## config.mk

```make
export PLATFORM = sky130hd
export DESIGN_NAME = mem_port_arbiter
export DESIGN_NICKNAME = d
export VERILOG_FILES = /design/src/rtl/cpu_pkg.sv /design/src/rtl/mem_arb_starve_ctr.sv /design/src/rtl/mem_port_arbiter.sv
export SDC_FILE = /design/constraint.sdc
export NUM_CORES = 1
export LEC_CHECK = 0
export CORE_UTILIZATION = 37
export DETAILED_ROUTE_END_ITERATION = 7
export GPL_TIMING_DRIVEN = 1
export HOLD_SLACK_MARGIN = 0.1
export PLACE_DENSITY = 0.79
export SETUP_SLACK_MARGIN = 0.5
export SYNTH_ARGS = -nofsm -noshare
export SYNTH_HDL_FRONTEND = slang
export SYNTH_SLANG_ARGS = --single-unit
```

## constraint.sdc

```tcl
create_clock -name clk -period 3.6 [get_ports clk]
set_input_delay 0.36 -clock clk [delete_from_list [all_inputs] [get_ports clk]]
set_output_delay 0.36 -clock clk [all_outputs]
set_load 0.02 [all_outputs]
```

## src/rtl/cpu_pkg.sv

```systemverilog
// Shared CPU definitions: arbiter state encoding and default widths.
// Used by mem_port_arbiter and its starvation counter.
package cpu_pkg;

    localparam int ADDR_W_DEF       = 16;
    localparam int DATA_W_DEF       = 32;
    localparam int MAX_DM_BURST_DEF = 4;

    typedef enum logic [1:0] {
        IDLE   = 2'd0,
        IF_ACC = 2'd1,
        DM_ACC = 2'd2
    } arb_state_t;

endpackage

```

## src/rtl/mem_arb_starve_ctr.sv

```systemverilog
// Saturating count of data grants issued while fetch waits.
// Only instantiated when MEM_ARB_STARVE_EN is defined.
module mem_arb_starve_ctr #(
    parameter int MAX = cpu_pkg::MAX_DM_BURST_DEF
) (
    input  logic clk,
    input  logic rst,
    input  logic inc,
    input  logic clr,
    output logic at_limit
);

    localparam int CW = (MAX < 1) ? 1 : $clog2(MAX + 1);

    logic [CW-1:0] cnt;

    assign at_limit = (cnt == CW'(MAX));

    always_ff @(posedge clk or posedge rst) begin
        if (rst) begin
            cnt <= '0;
        end else if (clr) begin
            cnt <= '0;
        end else if (inc && !at_limit) begin
            cnt <= cnt + 1'b1;
        end
    end

endmodule

```

## src/rtl/mem_port_arbiter.sv

```systemverilog
// Shares one memory port between fetch and data stages, data first.
// Define MEM_ARB_STARVE_EN to force a fetch grant after MAX_DM_BURST data grants.
module mem_port_arbiter
    import cpu_pkg::*;
#(
    parameter int ADDR_W       = ADDR_W_DEF,
    parameter int DATA_W       = DATA_W_DEF,
    parameter int MAX_DM_BURST = MAX_DM_BURST_DEF
) (
    input  logic              clk,
    input  logic              rst,
    input  logic              if_req,
    input  logic [ADDR_W-1:0] if_addr,
    output logic              if_gnt,
    output logic [DATA_W-1:0] if_rdata,
    output logic              if_valid,
    input  logic              dm_rd,
    input  logic              dm_wr,
    input  logic [ADDR_W-1:0] dm_addr,
    input  logic [DATA_W-1:0] dm_wdata,
    output logic              dm_gnt,
    output logic [DATA_W-1:0] dm_rdata,
    output logic              dm_valid,
    output logic              mem_req,
    output logic              mem_we,
    output logic [ADDR_W-1:0] mem_addr,
    output logic [DATA_W-1:0] mem_wdata,
    input  logic [DATA_W-1:0] mem_rdata,
    input  logic              mem_ready,
    output logic              stall_if,
    output logic              stall_dm
);

    arb_state_t state;
    arb_state_t state_nxt;

    logic              dm_pend;
    logic              grant_if;
    logic              grant_dm;
    logic              starve;
    logic [ADDR_W-1:0] addr_q;
    logic [DATA_W-1:0] wdata_q;
    logic              we_q;

    assign dm_pend = dm_rd | dm_wr;

`ifdef MEM_ARB_STARVE_EN
    logic at_limit;
    logic ctr_inc;
    logic ctr_clr;

    assign ctr_inc = grant_dm & if_req;
    assign ctr_clr = grant_if | ((state == IDLE) & ~if_req);

    mem_arb_starve_ctr #(
        .MAX (MAX_DM_BURST)
    ) u_starve_ctr (
        .clk      (clk),
        .rst      (rst),
        .inc      (ctr_inc),
        .clr      (ctr_clr),
        .at_limit (at_limit)
    );

    assign starve = at_limit & if_req;
`else
    assign starve = 1'b0;
`endif

    always_ff @(posedge clk or posedge rst) begin
        if (rst) begin
            state <= IDLE;
        end else begin
            state <= state_nxt;
        end
    end

    always_comb begin
        state_nxt = state;
        unique case (state)
            IDLE: begin
                if (grant_dm) begin
                    state_nxt = DM_ACC;
                end else if (grant_if) begin
                    state_nxt = IF_ACC;
                end
            end
            IF_ACC, DM_ACC: begin
                if (mem_ready) begin
                    state_nxt = IDLE;
                end
            end
            default: state_nxt = IDLE;
        endcase
    end

    // Grants are combinational so the requester sees them in its request cycle.
    always_comb begin
        grant_if = 1'b0;
        grant_dm = 1'b0;
        if (state == IDLE) begin
            if (if_req && (starve || !dm_pend)) begin
                grant_if = 1'b1;
            end else if (dm_pend) begin
                grant_dm = 1'b1;
            end
        end
    end

    always_ff @(posedge clk or posedge rst) begin
        if (rst) begin
            addr_q   <= '0;
            wdata_q  <= '0;
            we_q     <= 1'b0;
            if_valid <= 1'b0;
            dm_valid <= 1'b0;
            if_rdata <= '0;
            dm_rdata <= '0;
        end else begin
            if_valid <= (state == IF_ACC) & mem_ready;
            dm_valid <= (state == DM_ACC) & mem_ready;
            if (grant_dm) begin
                addr_q  <= dm_addr;
                wdata_q <= dm_wdata;
                we_q    <= dm_wr;
            end else if (grant_if) begin
                addr_q  <= if_addr;
                we_q    <= 1'b0;
            end
            if ((state == IF_ACC) && mem_ready) begin
                if_rdata <= mem_rdata;
            end
            // Writes leave the last load value in place.
            if ((state == DM_ACC) && mem_ready && !we_q) begin
                dm_rdata <= mem_rdata;
            end
        end
    end

    assign if_gnt    = grant_if;
    assign dm_gnt    = grant_dm;
    assign mem_req   = (state != IDLE);
    assign mem_we    = we_q & mem_req;
    assign mem_addr  = addr_q;
    assign mem_wdata = wdata_q;
    assign stall_if  = if_req | (state == IF_ACC);
    assign stall_dm  = dm_pend | (state == DM_ACC);

endmodule

```

## Yosys cells after proc, flatten, opt, wreduce, memory -nomap -nowiden

Index checks and enable logic that the tools add are counted.

| storage, ports and cells | value |
|---|---|
| bits in registers | 117 |
| input bits | 102 |
| output and inout bits | 120 |
| word-level logic and storage cells | 42 |

| operators by class | value |
|---|---|
| equal/unequal tests | 4 |
| mux-type cells | 13 |
| bitwise logic cells | 6 |
| reductions and logical operators | 11 |

Operators by type and width:

| operator | number |
|---|---|
| 2-to-1 mux 16 bit | 2 |
| 2-to-1 mux 1 bit | 7 |
| 2-to-1 mux 2 bit | 3 |
| logical AND 1 bit | 4 |
| case mux 2 bit (2 select lines) | 1 |
| nonzero test 2 bit | 2 |
| AND 1 bit | 3 |
| != test 3 bit (second input constant) | 1 |
| bitwise OR 1 bit | 3 |
| == test 2 x 1 -> 1 bit (second input constant) | 1 |
| == test 2 bit (second input constant) | 1 |
| zero test 1 bit | 2 |
| zero test 2 bit | 1 |
| != test 2 bit (second input constant) | 1 |
| AND reduction 2 bit | 1 |
| OR reduction 2 bit | 1 |

## Longest topological paths before layout

| logic depth | value |
|---|---|
| depth in word-level cells | 8 |
| mapped depth | 7 |
| mapped depth without buffers | 5 |

## Worst setup path before layout

OpenSTA, ideal clock, no wires.

| timing | value |
|---|---|
| kind | reg2out |
| start point | reg state[0] |
| end point | out if_gnt |
| arrival time | 1.299 ns |
| data required time | 3.240 ns |
| path slack | 1.941 ns |
| cell stages (with the launch flop) | 7 |
| path buffers | 2 |
| cell sequence | dfrtp_1 inv_1 ha_1 nand4bb_1 buf_4 buf_6 inv_1 |

| on the way | value |
|---|---|
| word-level cells in the longest chain between the ends | 2 |

Ends and longest elaborated chain:

| element | RTL line | text |
|---|---|---|
| start, declared | mem_port_arbiter.sv:34 | `arb_state_t state;` |
| start signal, assigned | mem_port_arbiter.sv:74 | `state <= state_nxt;` |
| zero test 2 bit | mem_port_arbiter.sv:101 | `if (state == IDLE) begin` |
| 2-to-1 mux 1 bit | mem_port_arbiter.sv:101 |  |
| end, declared | mem_port_arbiter.sv:14 | `output logic if_gnt,` |

Every way passes these cells.

## Worst setup path in the final report

| timing | value |
|---|---|
| start point | reg state[1] |
| end point | out if_gnt |

Same word-level chain as after synthesis.

==> metrics <==
Tot GR Track Use a little under a fifth; status finished, final reports clean; endpoints failing setup 0; commonest non-fill, non-tap cell in the layout clkdlybuf4s50_1; sw power between 2 and 3 mW; ANT cells 0; # Post-CTS Setup Buffers 0; TritonCTS clock tree done; Final GP Congestion 0.776; Critical Path Start Type register; Die X 114 um; setup TNS 0 ns; share of cells above drive strength 1 between 20 and 30%; # DRC 0; Slew headroom 44.9%; syn_area_per_cell around 15 um2; CP bufs+invs 4; CP max stage cell clkdlybuf4s50_1; Area growth syn-to-layout 62.6%; CP most frequent cell inv_1; post-route cell area 7490 um2; clock skew approximately 0.0033 ns; via count 3320; sequential share of power 31.0%; clk sinks between 100 and 150; Seq. cell area just under 3000 um2; critical path fanouts, max 17; Area after DPL 6950 um2; TritonRoute pass-1 iters 4; Multi-input gate area 1520 um2; Final ANT Viol Nets 0; die height 114 um; fin util about 62%; vias per cell roughly 4.7; family with the most delay on the worst path buffers and inverters; cell taking the most area after synthesis dfrtp_1; CP max stage delay 0.59 ns; Sw Share 34.7%; pwr/cell area 996 nW/um2; largest net degree at the start of global routing 74; commonest non-fill, non-tap cells in the layout clkdlybuf4s50_1 (221), dfrtp_1 (117), mux2_2 (94); # IOs 222; final hold vios 0; Setup Crit Path Kind reg -> out; number of synthesized register bits around 120; Mapped Area between 4000 and 5000 um2; site row count 40; fmax 381 MHz; top post-synthesis cells by area dfrtp_1 (64%), mux2_2 (23%), o22ai_2 (2.7%), nor2_1 (2.7%), buf_6 (2.0%); CP arrival 2.26 ns; WP data required 3.24 ns; Cell Int Power 4.87 mW; Worst Tran Pin Value roughly 0.8 ns; peak supply drop 672 uV; Critical Path, Cell by Cell inv_1, ha_1, nand4bb_1, buf_4, inv_1, clkdlybuf4s50_1; leakage power about 3.1 nW; vias in the first global route 3664; sequential area share after synthesis 63.6%; input/output buffers 221; DP HPWL between 8000 and 9000 um; NumNets Final ~640; post-detailed-route wirelength per cell 16.0 um; Post-Route WL 11400 um; syn_nets 408; distinct cell type count of the synthesized netlist 25; grt ovf 0; total design power 7.46 mW; global-route wire length before repair 17800 um; clk slew on worst S/H paths 0.05 ns; CTS resizes 0; Yosys warnings 0; H-tree levels 4; Clock Tree Root clkbuf_16; max-cap violation count 0; fillers 936; RSZ-0062 raised after global routing no; worst hold-check path type in -> async; DRT iter0 DRCs 125; combinational fraction of design power between 40% and 50%; Die ar. 12900 um2; share of power burned in the clock network 20.6%; post-synth top area share 63.6%; Initial Utilization 38.2%; initial antenna violation count 0; CTS Hold Bufs 0; crit share post-route 72.9%; clock tree buffer depth 2; CP endpoint kind primary output; Worst-Skew Late Latency 0.41 ns; cells after synthesis about 300; core area 12100 um2; fin crit period 2.62 ns; Final Max Slew Viols 0; TritonCTS Buffers 17
[area by class of cell]
cell class | count | area share [%]
sequential | 117 | 39.1
timing repair buffer | 226 | 30.2
multi-input combinational | 164 | 20.2
clock buffer | 24 | 6.56
tap | 168 | 2.81
clock inverter | 5 | 0.668
inverter | 8 | 0.451
[flip-flops by register name, indices dropped and copies added, names as in the netlist]
| name | cells |
|---|---|
| dm_rdata | 32 |
| dm_valid | 1 |
| if_rdata | 32 |
| if_valid | 1 |
| mem_addr | 16 |
| mem_wdata | 32 |
| state | 2 |
| we_q | 1 |
[final timing paths]
path / from / slack (ns) / endpoint / depth (start not counted)
max: state[1] / 0.98 / if_gnt / 6
min: rst / 0.23 / mem_addr[5] / 2
max reg2reg: state[0] / 1.61 / dm_rdata[4] / 5
min reg2reg: mem_addr[9] / 0.49 / mem_addr[9] / 2
max in group asynchronous: rst / 2.65 / mem_wdata[7] / 3
min in group clk: mem_addr[9] / 0.49 / mem_addr[9] / 2
[per-layer routing]
metal,part of all wire [%],track usage (%),vias to the layer above,wire length (um)
met4,2.7,9.74,0,303
met2,50,30.8,136,5680
li1,-,-,1522,-
met5,0,0,-,0
met1,39,20.0,1636,4430
met3,8.4,6.91,26,954
[metrics by stage]
stage	hold WS (ns)	cells	setup slack, ns
detailed placement	0.482	683	1.23
global placement	0.477	683	1.23
CTS	0.217	712	0.961
floorplan	0.481	303	1.81
finish	0.229	712	0.976
global route	0.238	712	0.837
[cells in the mapped netlist]
library cell and n:
nand2_2 1, a21oi_1 2, buf_8 1, dfrtp_1 117, o22ai_2 10, buf_6 8
or2_2 1, nand2_1 2, nand4bb_1 1, a22o_1 1, inv_1 7, buf_2 4
nor2_1 33, inv_2 1, nand2b_1 1, ha_1 3, buf_4 1, o22ai_1 6
and2_1 1, o21ai_4 1, or3_1 2, mux2_2 94, o31a_2 1, o21ai_0 2
mux2_1 2
[kinds of logic (layout without fill, tap and decap cells)]
group | Yosys count | count (layout) | share of synthesized area (%)
and+or+nand+nor | 42 | 42 | 3.91
buffers and inverters | 22 | 263 | 3.53
DFF | 117 | 117 | 63.6
muxes | 96 | 96 | 23.5
adders and majority gates | 3 | 3 | 0.815
AOI/OAI and AO/OA | 23 | 23 | 4.73
[worst reg2reg max path, delay by kind of cell (launching register included)]
family        cells  cell delay (ns)
mux               1             0.45
buf+inv           1             0.07
simple gates      2             0.76
fa+ha+maj         1             0.22
flops             1             0.37
[power by group through the flow]
stage | clock network (mW) | registers, mW | logic [mW]
4_1_cts | 1.57 | 2.32 | 3.66
3_5_place_dp | 0 | 2.34 | 3.63
3_3_place_gp | 0 | 2.29 | 3.56
2_1_floorplan | 0 | 3.10 | 1.17
5_1_grt | 1.62 | 2.40 | 3.80
6_report | 1.53 | 2.31 | 3.61
Note: power is estimated with default switching activity, not from simulation.
